$ cat config.mk
export PLATFORM = sky130hd
export DESIGN_NAME = bus_arbiter
export DESIGN_NICKNAME = d
export VERILOG_FILES = /design/src/rtl/bus_arbiter_pkg.sv /design/src/rtl/arb_pick.sv /design/src/rtl/bus_arbiter.sv
export SDC_FILE = /design/constraint.sdc
export NUM_CORES = 1
export LEC_CHECK = 0
export BUFFER_PORTS_ARGS = -buffer_cell sky130_fd_sc_hd__buf_2
export CORE_AREA = 8 8 113 115
export CTS_BUF_LIST = sky130_fd_sc_hd__clkbuf_8 sky130_fd_sc_hd__clkbuf_16
export CTS_CLUSTER_DIAMETER = 60
export DETAILED_ROUTE_END_ITERATION = 8
export DIE_AREA = 0 0 121 123
export SLEW_MARGIN = 5
export SYNTH_ARGS = -nofsm -noshare
export SYNTH_HDL_FRONTEND = slang
export SYNTH_SLANG_ARGS = --single-unit
$ cat constraint.sdc
create_clock -name clk -period 4.8 [get_ports clk]
set_clock_uncertainty 0.05 [all_clocks]
set_input_delay 0.48 -clock clk [delete_from_list [all_inputs] [get_ports clk]]
set_output_delay 0.48 -clock clk [all_outputs]
set_load 0.005 [all_outputs]
$ cat src/rtl/bus_arbiter_pkg.sv
// Shared encodings for the two-master data-bus arbiter.
// Optional feature macro: BUS_ARB_FIXED_PRIO_EN (see arb_pick / bus_arbiter).
package bus_arbiter_pkg;

    localparam logic [1:0] ST_IDLE = 2'd0;
    localparam logic [1:0] ST_GNT0 = 2'd1;
    localparam logic [1:0] ST_GNT1 = 2'd2;

    localparam logic [1:0] BHW_BYTE = 2'b00;
    localparam logic [1:0] BHW_HALF = 2'b01;
    localparam logic [1:0] BHW_WORD = 2'b10;

    localparam int MAX_BURST_DEF = 8;
    localparam int CNT_W_DEF     = 8;

    typedef struct packed {
        logic [31:0] addr;
        logic [31:0] wdata;
        logic        we;
        logic [1:0]  bhw;
    } bus_req_t;

endpackage

$ cat src/rtl/arb_pick.sv
// Combinational 2-way picker shared by the idle and release arbitration paths.
// BUS_ARB_FIXED_PRIO_EN: master 0 wins every contention instead of round-robin.
module arb_pick
    import bus_arbiter_pkg::*;
(
    input  logic req0,
    input  logic req1,
    input  logic rr_last,
    output logic valid,
    output logic sel
);

    assign valid = req0 | req1;

`ifdef BUS_ARB_FIXED_PRIO_EN
    logic unused_rr;
    assign unused_rr = rr_last;
    assign sel       = ~req0;
`else
    // On contention the master that was not served last wins.
    assign sel = (req0 & req1) ? ~rr_last : req1;
`endif

endmodule

$ cat src/rtl/bus_arbiter.sv
// Two-master round-robin data-bus arbiter with locked bursts capped at MAX_BURST.
// BUS_ARB_FIXED_PRIO_EN selects fixed priority (master 0 wins contention).
module bus_arbiter
    import bus_arbiter_pkg::*;
#(
    parameter int MAX_BURST = MAX_BURST_DEF,
    parameter int CNT_W     = CNT_W_DEF
) (
    input  logic        clk,
    input  logic        reset,
    input  logic        m0_req,
    input  logic        m1_req,
    input  logic        m0_lock,
    input  logic        m1_lock,
    input  logic [31:0] m0_addr,
    input  logic [31:0] m1_addr,
    input  logic [31:0] m0_wdata,
    input  logic [31:0] m1_wdata,
    input  logic        m0_we,
    input  logic        m1_we,
    input  logic [1:0]  m0_bhw,
    input  logic [1:0]  m1_bhw,
    output logic        m0_gnt,
    output logic        m1_gnt,
    output logic        m0_ready,
    output logic        m1_ready,
    output logic [31:0] m0_rdata,
    output logic [31:0] m1_rdata,
    output logic [31:0] DAddr,
    output logic [31:0] DWrData,
    output logic        DWe,
    output logic [1:0]  BHW,
    input  logic [31:0] DRdData,
    output logic [1:0]  state_dbg
);

    localparam logic [CNT_W-1:0] CAP = CNT_W'(MAX_BURST - 1);

    logic [1:0]       state, state_n;
    logic             rr_last, rr_n;
    logic [CNT_W-1:0] burst_cnt, cnt_n;

    logic pick_valid, pick_sel;

    arb_pick u_pick (
        .req0    (m0_req),
        .req1    (m1_req),
        .rr_last (rr_last),
        .valid   (pick_valid),
        .sel     (pick_sel)
    );

    logic own_req, own_lock, oth_req, arb;

    always_comb begin
        state_n  = state;
        rr_n     = rr_last;
        cnt_n    = burst_cnt;
        arb      = 1'b0;
        own_req  = (state == ST_GNT1) ? m1_req  : m0_req;
        own_lock = (state == ST_GNT1) ? m1_lock : m0_lock;
        oth_req  = (state == ST_GNT1) ? m0_req  : m1_req;
        case (state)
            ST_GNT0, ST_GNT1: begin
                if (own_req && own_lock && (burst_cnt < CAP || !oth_req)) begin
                    if (burst_cnt != '1)
                        cnt_n = burst_cnt + CNT_W'(1);
                end else if (own_req && own_lock) begin
                    // Cap reached with the other side waiting: hand over directly,
                    // so fixed priority cannot re-grant the capped master.
                    state_n = (state == ST_GNT0) ? ST_GNT1 : ST_GNT0;
                    rr_n    = (state == ST_GNT0);
                    cnt_n   = '0;
                end else begin
                    arb = 1'b1;
                end
            end
            default: arb = 1'b1;
        endcase
        if (arb) begin
            cnt_n = '0;
            if (pick_valid) begin
                state_n = pick_sel ? ST_GNT1 : ST_GNT0;
                rr_n    = pick_sel;
            end else begin
                state_n = ST_IDLE;
            end
        end
    end

    always_ff @(posedge clk) begin
        if (reset) begin
            state     <= ST_IDLE;
            rr_last   <= 1'b1;
            burst_cnt <= '0;
        end else begin
            state     <= state_n;
            rr_last   <= rr_n;
            burst_cnt <= cnt_n;
        end
    end

    assign state_dbg = state;
    assign m0_gnt    = (state == ST_GNT0);
    assign m1_gnt    = (state == ST_GNT1);

    // A transfer happens only while granted and requesting, never during reset.
    assign m0_ready = m0_gnt & m0_req & ~reset;
    assign m1_ready = m1_gnt & m1_req & ~reset;
    assign m0_rdata = m0_ready ? DRdData : 32'd0;
    assign m1_rdata = m1_ready ? DRdData : 32'd0;

    bus_req_t m0_bus, m1_bus, sel_bus;

    assign m0_bus = '{addr: m0_addr, wdata: m0_wdata, we: m0_we, bhw: m0_bhw};
    assign m1_bus = '{addr: m1_addr, wdata: m1_wdata, we: m1_we, bhw: m1_bhw};

    always_comb begin
        sel_bus = '0;
        if (m0_gnt)
            sel_bus = m0_bus;
        else if (m1_gnt)
            sel_bus = m1_bus;
    end

    assign DAddr   = sel_bus.addr;
    assign DWrData = sel_bus.wdata;
    assign BHW     = sel_bus.bhw;
    assign DWe     = (m0_ready & m0_we) | (m1_ready & m1_we);

endmodule

==> Yosys cells after proc, flatten, opt, wreduce, memory -nomap -nowiden <==
Index checks and enable logic that the tools add are counted.
{ "op_classes": {"n_lt_le_gt_ge": 1, "n_mul": 0, "bitwise": 11, "mux": 26, "addsub": 1, "n_div": 0, "n_reduce_logical": 11, "shift": 0, "eq_ne": 5} }
{ "op_table": {"columns": ["operator", "n"], "rows": [
  ["two-way mux 67 bit", 2],
  ["two-way mux 32 bit", 2],
  ["two-way mux 8 bit", 3],
  ["two-way mux 2 bit", 7],
  ["two-way mux 1 bit", 12],
  ["adder 8 x 1 -> 8 bit (second input constant)", 1],
  ["less-than comparator 8 x 3 -> 1 bit (second input constant)", 1],
  ["!= test 8 bit (second input constant)", 1],
  ["bitwise AND 1 bit", 7],
  ["AND reduction 3 bit", 2],
  ["nonzero test 2 bit", 3],
  ["OR reduction 2 bit", 2],
  ["== test 2 x 1 -> 1 bit (second input constant)", 1],
  ["== test 2 bit (second input constant)", 1],
  ["logical AND 1 bit", 2],
  ["!= test 2 x 1 -> 1 bit (second input constant)", 1],
  ["!= test 2 bit (second input constant)", 1],
  ["NOT 1 bit", 2],
  ["bitwise OR 1 bit", 2],
  ["logical NOT 1 bit", 1],
  ["logical OR 1 bit", 1]
]} }
{ "word_totals": {"input_bits": 172, "latchBits": 0, "ramBits": 0, "memories": 0, "romBits": 0, "wordCells": 58, "output_inout_bits": 137, "register_bits": 11} }

==> Logic depth before layout (Yosys ltp) <==
Gate-level depths: netlist of run 1.
{ "logic_depth": {"word_depth": 9, "mapped_depth": 7, "ltp_nobuf": 6} }

==> By module <==
Synthesis of run 1 repeated with hierarchy kept, for this count alone.
{ "hier_totals": {"cells_unflattened": 232, "area_unflattened_um2": 1751.7} }
{ "by_module_without_submodules": {"columns": ["mod", "cells_per_inst", "seq_area_each_um2", "area_each_um2", "n_inst"], "rows": [
  ["bus_arbiter", 230, 220.2, 1737.9, 1],
  ["arb_pick", 2, 0.0, 13.8, 1]
]} }

==> Worst setup path before layout of run 1 <==
OpenSTA, ideal clock, no wires.
{ "synth_timing": {"path_kind": "register to output", "start": "register state[1], in the netlist state_dbg[1]", "end": "output port DAddr[10]", "arrival_time_ps": 1686, "path_stages_with_launch": 8, "path_buffers": 3, "setup_slack_ps": 2584, "required_time_ps": 4270, "path_cell_list": "dfxtp_1 inv_1 ha_1 clkbuf_1 nor2b_1 clkbuf_1 clkbuf_1 a22o_1"} }
{ "synth_between": {"elab_cells_between_ends": 4, "classes_between": "2 x eq/ne; 2 x mux"} }
{ "synth_rtl": {"columns": ["element", "line_no", "source"], "rows": [
  ["start, declared", "bus_arbiter.sv:39", "logic [1:0] state, state_n;"],
  ["start signal, assigned", "bus_arbiter.sv:97", "state <= state_n;"],
  ["== test 2 x 1 -> 1 bit", "bus_arbiter.sv:104", "assign m0_gnt = (state == ST_GNT0);"],
  ["net m0_gnt", "bus_arbiter.sv:23", "output logic m0_gnt,"],
  ["two-way mux 67 bit", "bus_arbiter.sv:120", "if (m0_gnt)"],
  ["end, declared", "bus_arbiter.sv:29", "output logic [31:0] DAddr,"]
]} }
The timed path passes the listed nets, and every way through them passes these cells.

==> Worst setup path after layout of run 1 <==
{ "layout_timing": {"start": "register state[1], in the netlist state_dbg[1]", "end": "output port DAddr[28]"} }
{ "layout_between": {"elab_chain_cells": 3, "elab_cells_between_ends": 4, "classes_between": "2 x eq/ne; 2 x mux"} }
{ "layout_lines": {"columns": ["element", "line_no", "source"], "rows": [
  ["== test 2 bit", "bus_arbiter.sv:105", "assign m1_gnt = (state == ST_GNT1);"],
  ["two-way mux 67 bit", "bus_arbiter.sv:122", "else if (m1_gnt)"],
  ["two-way mux 67 bit (*)", "bus_arbiter.sv:120", null]
]} }
Mark *: on every way between the ends. The rest lies on a longest branch, timed or not.

==> results of run 1 <==
cell type report:
| type | count | area, um2 | area share [%] |
|---|---|---|---|
| timing repair buffer | 312 | 1570 | 44.7 |
| multi-input combinational | 197 | 1450 | 41.2 |
| sequential | 11 | 220 | 6.26 |
| tap | 143 | 179 | 5.09 |
| clock buffer | 3 | 75.1 | 2.13 |
| inverter | 4 | 15.0 | 0.427 |
| antenna | 2 | 5.00 | 0.142 |
| clock inverter | 1 | 3.75 | 0.107 |
registers in the layout, summed over array words and instances, names as in the netlist:
register   count
burst_cnt      8
state_dbg      2
rr_last        1
worst min-delay path: stages, from the launching register on:
cell and delay [ns]:
dfxtp_1 0.34, o31ai_1 0.08, a21oi_1 0.06
metal layers:
metal / vias up / track usage (%) / share of wire, %
met3: 15 / 5.21 / 13
met1: 1413 / 15.6 / 36
met4: 0 / 4.45 / 2.4
li1: 1483 / - / -
met5: - / 0 / 0
met2: 224 / 25.1 / 49
per-stage QoR:
stage	hold slack [ns]	total power, W	cell area [um2]
2_1_floorplan	0.423	0.000207	1790
3_3_place_gp	0.452	0.000357	3430
3_5_place_dp	0.463	0.000361	3430
4_1_cts	0.470	0.000514	3510
5_1_grt	0.504	0.000544	3520
6_report	0.471	0.000509	3520
logic make-up (layout without fill, tap and decap cells):
group | after synthesis | after routing | synth area share [%]
other | 0 | 2 | 0
adders and majority gates | 3 | 3 | 2.10
buffers and inverters | 29 | 320 | 7.08
AOI/OAI and AO/OA | 91 | 91 | 42.3
and+or+nand+nor | 101 | 101 | 35.1
DFF | 11 | 11 | 12.3
muxes | 2 | 2 | 1.12
path summary, 6_finish.rpt:
check,startpoint,endpoint,depth (start not counted)
max,state_dbg[1],DAddr[28],7
min,burst_cnt[6],burst_cnt[6],2
max reg2reg,state_dbg[0],burst_cnt[2],6
min reg2reg,burst_cnt[6],burst_cnt[6],2
where the power goes:
part / internal (W) / switching (W) / total [W]
combinational: 0.000141 / 0.000120 / 0.000260
sequential: 0.0000945 / 0.00000241 / 0.0000969
clock: 0.000109 / 0.0000417 / 0.000151
cell usage after synthesis:
| master | instances |
|---|---|
| a22o_1 | 67 |
| and2_1 | 65 |
| clkbuf_1 | 21 |
| dfxtp_1 | 11 |
| a21oi_1 | 9 |
| nand2_1 | 7 |
| nor2_1 | 5 |
| inv_1 | 4 |
| nor3_1 | 4 |
| o31ai_1 | 4 |
| ha_1 | 3 |
| or4_1 | 3 |
| buf_2 | 2 |
| buf_6 | 2 |
| mux2i_1 | 2 |
| nand4_1 | 2 |
| o21a_1 | 2 |
| or2_2 | 2 |
| or3_1 | 2 |
| a211oi_1 | 1 |
| a21o_2 | 1 |
| a221oi_1 | 1 |
| a311o_1 | 1 |
| a31oi_1 | 1 |
| a32o_1 | 1 |
| and3_4 | 1 |
| and4_1 | 1 |
| and4_2 | 1 |
| and4b_1 | 1 |
| and4bb_1 | 1 |
| nand3_1 | 1 |
| nor2_2 | 1 |
| nor2b_1 | 1 |
| nor3_2 | 1 |
| nor4_1 | 1 |
| nor4b_1 | 1 |
| o2111ai_2 | 1 |
| o21ai_0 | 1 |
| o22ai_1 | 1 |
==> results.md, run 1 <==
- LEAKAGE: 2.12 nW
- CP Cell Sequence: inv_1, ha_2, buf_4, nor2b_4, buf_4, a22o_1, buf_2
- Crit-path most repeated cell: buf_4
- Synth area leaders: a22o_1 (33%), and2_1 (23%), dfxtp_1 (12%)
- Hold buffers post-CTS: 0
- Worst slack at placement: 2.28 ns
- Vias: 3135
- Final cell count without fillers: 673
- Status: complete, no violations
- Post-layout min period: 2.79 ns
- First-pass DRT Iterations: 4
- Slew Viols, Final: 0
- CTS HTree Levels: 1
- Power per cell area: 145 mW/mm2
- Commonest cells after routing, fill and taps aside: buf_2 (308), a22o_1 (67), and2_1 (65)
- Die H: 123 um
- WL/cell: 18.1 um
- First-pass GRT wire length: 17100 um
- CTS tree: yes
- Setup TNS: 0 ns
- Sequential area share after synthesis: 12.3%
- Total GRT Usage: 14.2%
- CTS Sinks: 11
- # setup viols final: 0
- I/O pins: 309
- Synth area leader: a22o_1
- Worst-path clk slew: 0.04 ns
- Core Util, Final: 31.8%
- Number of placement rows: 39
- Post-CTS Setup Inserts: 0
- Worst reg2reg setup slack: 2.74 ns
- Total placed cells including tap cells: 667
- Routed WL: 12100 um
- Congestion Overflow GR: 0
- Synth-to-layout area growth: 97.1%
- Initial antenna violation count: 1
- Starting density of the core: 16.1%
- NumNets Final: 704
- Syn Area/Cell: 7.53 um2
- Crit end category: output pin
- Fillers: 1167
- CP bufs+invs: 4
- Synth Warn #: 0
- Number of global-route vias before repair: 3236
- Top cell type's share of synthesized area: 32.9%
- # port buffers: 308
- Syn Inst Count: 237
- HPWL Detailed: 10800 um
- Fin. Hold Viols: 0
- CP Max Fanout: 72
- DRC Markers: 0
- Pin slew with the least headroom to its limit: 0.732 ns
- Chip width: 121 um
- Hold/Removal Path Class: reg -> reg
- Critical Path RT: 4.27 ns
- Clock root cell: clkbuf_16
- Vias per std cell: 4.66
- Routed Antenna Nets: 0
- Startpoint class of the critical path: flop
- Crit-path max cell delay: 0.52 ns
- CTS Buffer Depth: 2
- Core Box Area: 0.0111 mm2
- Worst skew pair latency: 0.24 ns
- Die ar.: 0.0149 mm2
- Worst Path Arrival: 2.26 ns
- Synth cell types: 39
- Largest net degree at the start of global routing: 73
- Delay-heaviest family, CP: buffers and inverters
- Syn Std Cell Area: 0.00179 mm2
- Max-Cap Viols: 0
- RSZ-0062 raised after global routing: no
- Slew margin rel.: 51.2%
- RD Place Congestion: 0.893
- Part of the cycle the worst path needs: 58.2%
- Peak VDD IR: 0.0924 mV
- Slowest CP cell: buf_4
- CTS buffer count: 3
- DR iter-0 viols: 167
- F_max: 358 MHz
- Seq cells post-synth: 11
- Share of layout cells above drive strength 1: 61.6%
- Critical path class: reg -> out
- Post-CTS sizing: 0
- Post-synth net total: 412
- Worst Slack Setup Final: 2.01 ns
- Commonest non-fill, non-tap cell in the layout: buf_2
No activity file was read; power rests on OpenSTA's default activity.
==> run 2, diff against run 1 <==
==> constraint.sdc (replaced) <==
create_clock -name clk -period 2.5 [get_ports clk]
set_clock_uncertainty 0.05 [all_clocks]
set_input_delay 0.25 -clock clk [delete_from_list [all_inputs] [get_ports clk]]
set_output_delay 0.25 -clock clk [all_outputs]
set_load 0.005 [all_outputs]
==> results.md, run 2 (same netlist as run 1, synthesis figures left out) <==
- Status: complete, no violations
- RSZ-0062 raised after global routing: no
- Critical path class: reg -> out
- Gate power share: 51.4% (+0.2 points)
- Starting density of the core: 16.1% (unchanged)
- Slew margin rel.: 57.6% (+6.4 points)
- Largest Register: burst_cnt
- Crit end category: output pin
- Worst Path Arrival: 1.85 ns (-0.41 ns)
- CP Max Fanout: 67 (-6.9%)
- Routed Antenna Nets: 0 (unchanged)
- CTS HTree Levels: 1 (unchanged)
- Fin. Hold Viols: 0 (unchanged)
- Worst slack at placement: 0.487 ns (-1.79 ns)
- Number of global-route vias before repair: 3213 (-0.71%)
- Delay-heaviest family, CP: buffers and inverters
- DRC Markers: 0 (unchanged)
- CP Cell Sequence: inv_1, ha_2, buf_4, a22o_1, buf_2
- CTS Buffer Depth: 2 (unchanged)
- Switching part of the total: 32.2% (about the same)
- Clock root cell: clkbuf_16
- Vias per std cell: 4.68 (+0.36%)
- Share of layout cells above drive strength 1: 61.6% (unchanged)
- Number of placement rows: 39 (unchanged)
- Core Box Area: 0.0111 mm2 (unchanged)
- Peak VDD IR: 0.183 mV (+98%)
- Total GRT Usage: 14.1% (-0.16 points)
- CTS buffer count: 3 (unchanged)
- Pin slew with the least headroom to its limit: 0.637 ns (-0.0954 ns)
- Startpoint class of the critical path: flop
- Power per cell area: 279 mW/mm2 (+93%)
- Congestion Overflow GR: 0 (unchanged)
- Fillers: 1186 (+1.6%)
- F_max: 464 MHz
- Core Util, Final: 31.8% (+0.068 points)
- Post-CTS sizing: 0 (unchanged)
- Routed WL: 12100 um (-0.25%)
- Die ar.: 0.0149 mm2 (unchanged)
- Largest net degree at the start of global routing: 68 (-6.8%)
- Critical Path RT: 2.20 ns (-2.07 ns)
- Initial antenna violation count: 0 (-1)
- Crit-path max cell delay: 0.53 ns (about the same)
- First-pass DRT Iterations: 4 (unchanged)
- Max reg flops: 8 (unchanged)
- DR iter-0 viols: 203 (+22%)
- Commonest cells after routing, fill and taps aside: buf_2 (308), a22o_1 (67), and2_1 (65)
- ANT cells: 0 (-2)
- WL/cell: 18.1 um (about the same)
- Synth-to-layout area growth: 97.5%
- LEAKAGE: 2.13 nW (+0.14%)
- CP bufs+invs: 3 (-1)
- # port buffers: 308 (unchanged)
- Post-layout min period: 2.15 ns
- Chip width: 121 um (unchanged)
- Setup TNS: 0 ns (unchanged)
- CTS Sinks: 11 (unchanged)
- Vias: 3137 (+0.064%)
- # setup viols final: 0 (unchanged)
- Clock group share of total power: 29.6% (about the same)
- Slew Viols, Final: 0 (unchanged)
- Commonest non-fill, non-tap cell in the layout: buf_2
- Psw: 0.000317 W (+93%)
- Worst skew pair latency: 0.24 ns (about the same)
- HPWL Detailed: 10700 um (-0.66%)
- Slowest CP cell: buf_4
- RD Place Congestion: 0.884 (-1.0%)
- Post-CTS Setup Inserts: 0 (unchanged)
- First-pass GRT wire length: 17100 um (-0.20%)
- Die H: 123 um (unchanged)
- I/O pins: 309 (unchanged)
- Worst Slack Setup Final: 0.347 ns (-1.66 ns)
- Hold buffers post-CTS: 0 (unchanged)
- Part of the cycle the worst path needs: 86.1%
- Power Internal: 0.000666 W (+93%)
- Reg power frac: 18.9% (-0.2 points)
- NumNets Final: 704 (unchanged)
- Worst-path clk slew: 0.04 ns (about the same)
- Hold/Removal Path Class: in -> reg
- CTS tree: yes
- Max-Cap Viols: 0 (unchanged)
## run 2: power by group through the flow
stage | combinational [W] | clock, W | sequential [W]
CTS | 0.000509 | 0.000295 | 0.000186
finish | 0.000506 | 0.000291 | 0.000186
global placement | 0.000502 | 0 | 0.000189
floorplan | 0.000208 | 0 | 0.000189
global route | 0.000556 | 0.000306 | 0.000187
detailed placement | 0.000507 | 0 | 0.000189
## run 2: final cells by class
| cell class | instances | area, um2 | area share (%) |
|---|---|---|---|
| Clock buffer | 3 | 75.1 | 2.13 |
| Clock inverter | 1 | 3.75 | 0.106 |
| Inverter | 4 | 15.0 | 0.426 |
| Multi-Input combinational cell | 197 | 1450 | 41.1 |
| Sequential cell | 11 | 220 | 6.25 |
| Tap cell | 143 | 179 | 5.07 |
| Timing Repair Buffer | 312 | 1580 | 44.9 |
## run 2: per-layer routing
metal,routed length (um),global-route usage (%)
met5,0,0
met3,1430,4.89
met2,5920,25.3
met4,247,3.90
met1,4520,15.4
## run 2: final timing paths
check / startpoint / endpoint / slack [ns] / cells after the start
setup / recovery: state_dbg[1] / DAddr[28] / 0.35 / 5
hold / removal: reset / state_dbg[1] / 0.24 / 2
hold reg to reg: burst_cnt[1] / burst_cnt[1] / 0.49 / 1
setup reg to reg: state_dbg[0] / state_dbg[0] / 0.46 / 6
## run 2: per-stage QoR
stage	cells	total power (W)	hold slack (ns)	area [um2]
after detailed placement	667	0.000696	0.470	3450
after CTS	671	0.000991	0.241	3530
final	671	0.000983	0.241	3530
after global routing	671	0.00105	0.272	3530
after global placement	667	0.000691	0.457	3450
after floorplan	237	0.000397	0.407	1790
==> run 3, diff against run 2 <==
--- a/config.mk
+++ b/config.mk
@@ -11,6 +11,7 @@
 export CTS_CLUSTER_DIAMETER = 60
 export DETAILED_ROUTE_END_ITERATION = 8
 export DIE_AREA = 0 0 121 123
+export RECOVER_POWER = 25
 export SLEW_MARGIN = 5
 export SYNTH_ARGS = -nofsm -noshare
 export SYNTH_HDL_FRONTEND = slang
==> results.md, run 3 (same netlist as run 1, synthesis figures left out) <==
- HPWL Detailed: 10700 um (unchanged)
- F_max: 449 MHz (-3.2%)
- Congestion Overflow GR: 0 (unchanged)
- First-pass DRT Iterations: 4 (unchanged)
- Number of placement rows: 39 (unchanged)
- Total power draw: 0.000981 W (-0.22%)
- Delay-heaviest family, CP: buffers and inverters
- Slew Viols, Final: 0 (unchanged)
- Starting density of the core: 16.1% (unchanged)
- Fillers: 1196 (+0.84%)
- Core Util, Final: 31.6% (-0.26 points)
- WL/cell: 18.1 um (about the same)
- Post-CTS sizing: 0 (unchanged)
- Power per cell area: 280 mW/mm2 (+0.60%)
- Hold/Removal Path Class: in -> reg
- Crit end category: output pin
- Post-CTS Setup Inserts: 0 (unchanged)
- ANT cells: 0 (unchanged)
- I/O pins: 309 (unchanged)
- DRC Markers: 0 (unchanged)
- Final cell count without fillers: 671 (unchanged)
- Fin. Hold Viols: 0 (unchanged)
- RSZ-0062 raised after global routing: no
- Crit-path max cell delay: 0.56 ns (+0.03 ns)
- Core Box Area: 0.0111 mm2 (unchanged)
- Hold buffers post-CTS: 0 (unchanged)
- First-pass GRT wire length: 17100 um (unchanged)
- CTS tree: yes
- Post-layout min period: 2.23 ns (+0.0720 ns)
- CTS Sinks: 11 (unchanged)
- Critical Path RT: 2.20 ns (about the same)
- Synth-to-layout area growth: 95.9%
- Slew margin rel.: 57.7% (+0.089 points)
- Pin slew with the least headroom to its limit: 0.635 ns (-0.00134 ns)
- DR iter-0 viols: 197 (-3.0%)
- Total GRT Usage: 14.1% (unchanged)
- Commonest cells after routing, fill and taps aside: buf_2 (289), a22o_1 (67), and2_1 (63)
- NumNets Final: 704 (unchanged)
- LEAKAGE: 2.04 nW (-3.9%)
- Critical path class: reg -> out
- # port buffers: 308 (unchanged)
- Clock root cell: clkbuf_16
- Chip width: 121 um (unchanged)
- CP Max Fanout: 67 (unchanged)
- Die ar.: 0.0149 mm2 (unchanged)
- Routed WL: 12100 um (about the same)
- Max reg flops: 8 (unchanged)
- Worst-path clk slew: 0.04 ns (about the same)
- Worst reg2reg setup slack: 0.46 ns (about the same)
- Commonest non-fill, non-tap cell in the layout: buf_2
- Die H: 123 um (unchanged)
- Startpoint class of the critical path: flop
- Vias per std cell: 4.67 (-0.19%)
- CTS buffer count: 3 (unchanged)
- # setup viols final: 0 (unchanged)
- Vias: 3131 (-0.19%)
- CTS Buffer Depth: 2 (unchanged)
- CTS HTree Levels: 1 (unchanged)
- CP bufs+invs: 3 (unchanged)
- Number of global-route vias before repair: 3213 (unchanged)
- Initial antenna violation count: 0 (unchanged)
- CP Cell Sequence: inv_1, ha_1, buf_4, a22o_1, buf_2
- Peak VDD IR: 0.183 mV (about the same)
- Setup TNS: 0 ns (unchanged)
- Max-Cap Viols: 0 (unchanged)
- Slowest CP cell: buf_4
- Share of layout cells above drive strength 1: 57.8% (-3.8 points)
- Part of the cycle the worst path needs: 89.0% (+2.9 points)
- Worst Path Arrival: 1.93 ns (+0.08 ns)
- Total placed cells including tap cells: 667 (unchanged)
- Status: complete, no violations
- Worst skew pair latency: 0.24 ns (about the same)
- Routed Antenna Nets: 0 (unchanged)
- RD Place Congestion: 0.884 (unchanged)
- Largest Register: burst_cnt
- Largest net degree at the start of global routing: 68 (unchanged)
## run 3: layer usage
layer | part of all wire (%) | track usage [%] | up-vias
li1 | - | - | 1478
met1 | 37 | 15.4 | 1417
met2 | 49 | 25.3 | 219
met3 | 12 | 4.89 | 17
met4 | 2.0 | 3.90 | 0
met5 | 0 | 0 | -
## run 3: path summary, 6_finish.rpt
kind | from | to | cells after the start
worst max-delay path | state_dbg[1] | DAddr[28] | 5
worst min-delay path | reset | state_dbg[1] | 2
worst max register to register | state_dbg[0] | state_dbg[0] | 6
worst min register to register | burst_cnt[1] | burst_cnt[1] | 1
## run 3: worst reg2reg max path: cells and delay by family, from the launching register on
family	cells	cell delay (ns)
fa+ha+maj	1	0.28
simple gates	1	0.37
mux	1	0.17
flops	1	0.35
buf+inv	1	0.07
compound gates	2	0.62
## run 3: area by class of cell
class	count	area, um2	area share [%]
Tap cell	143	179	5.12
Inverter	4	15.0	0.429
Clock buffer	3	75.1	2.15
Timing Repair Buffer	312	1560	44.5
Clock inverter	1	3.75	0.107
Sequential cell	11	220	6.30
Multi-Input combinational cell	197	1450	41.4
## run 3: where the power goes
part           internal, W  total [W]  leakage, nW  switching (W)
sequential        0.000181   0.000186       0.0894     0.00000475
clock             0.000210   0.000291       0.0423      0.0000812
combinational     0.000272   0.000503         1.91       0.000231
## run 3: per-stage QoR
step | area (um2) | hold slack [ns] | setup WS [ns]
finish | 3500 | 0.241 | 0.275
global route | 3500 | 0.272 | 0.119
CTS | 3530 | 0.241 | 0.356
detailed placement | 3450 | 0.470 | 0.487
global placement | 3450 | 0.457 | 0.561
floorplan | 1790 | 0.407 | 0.514
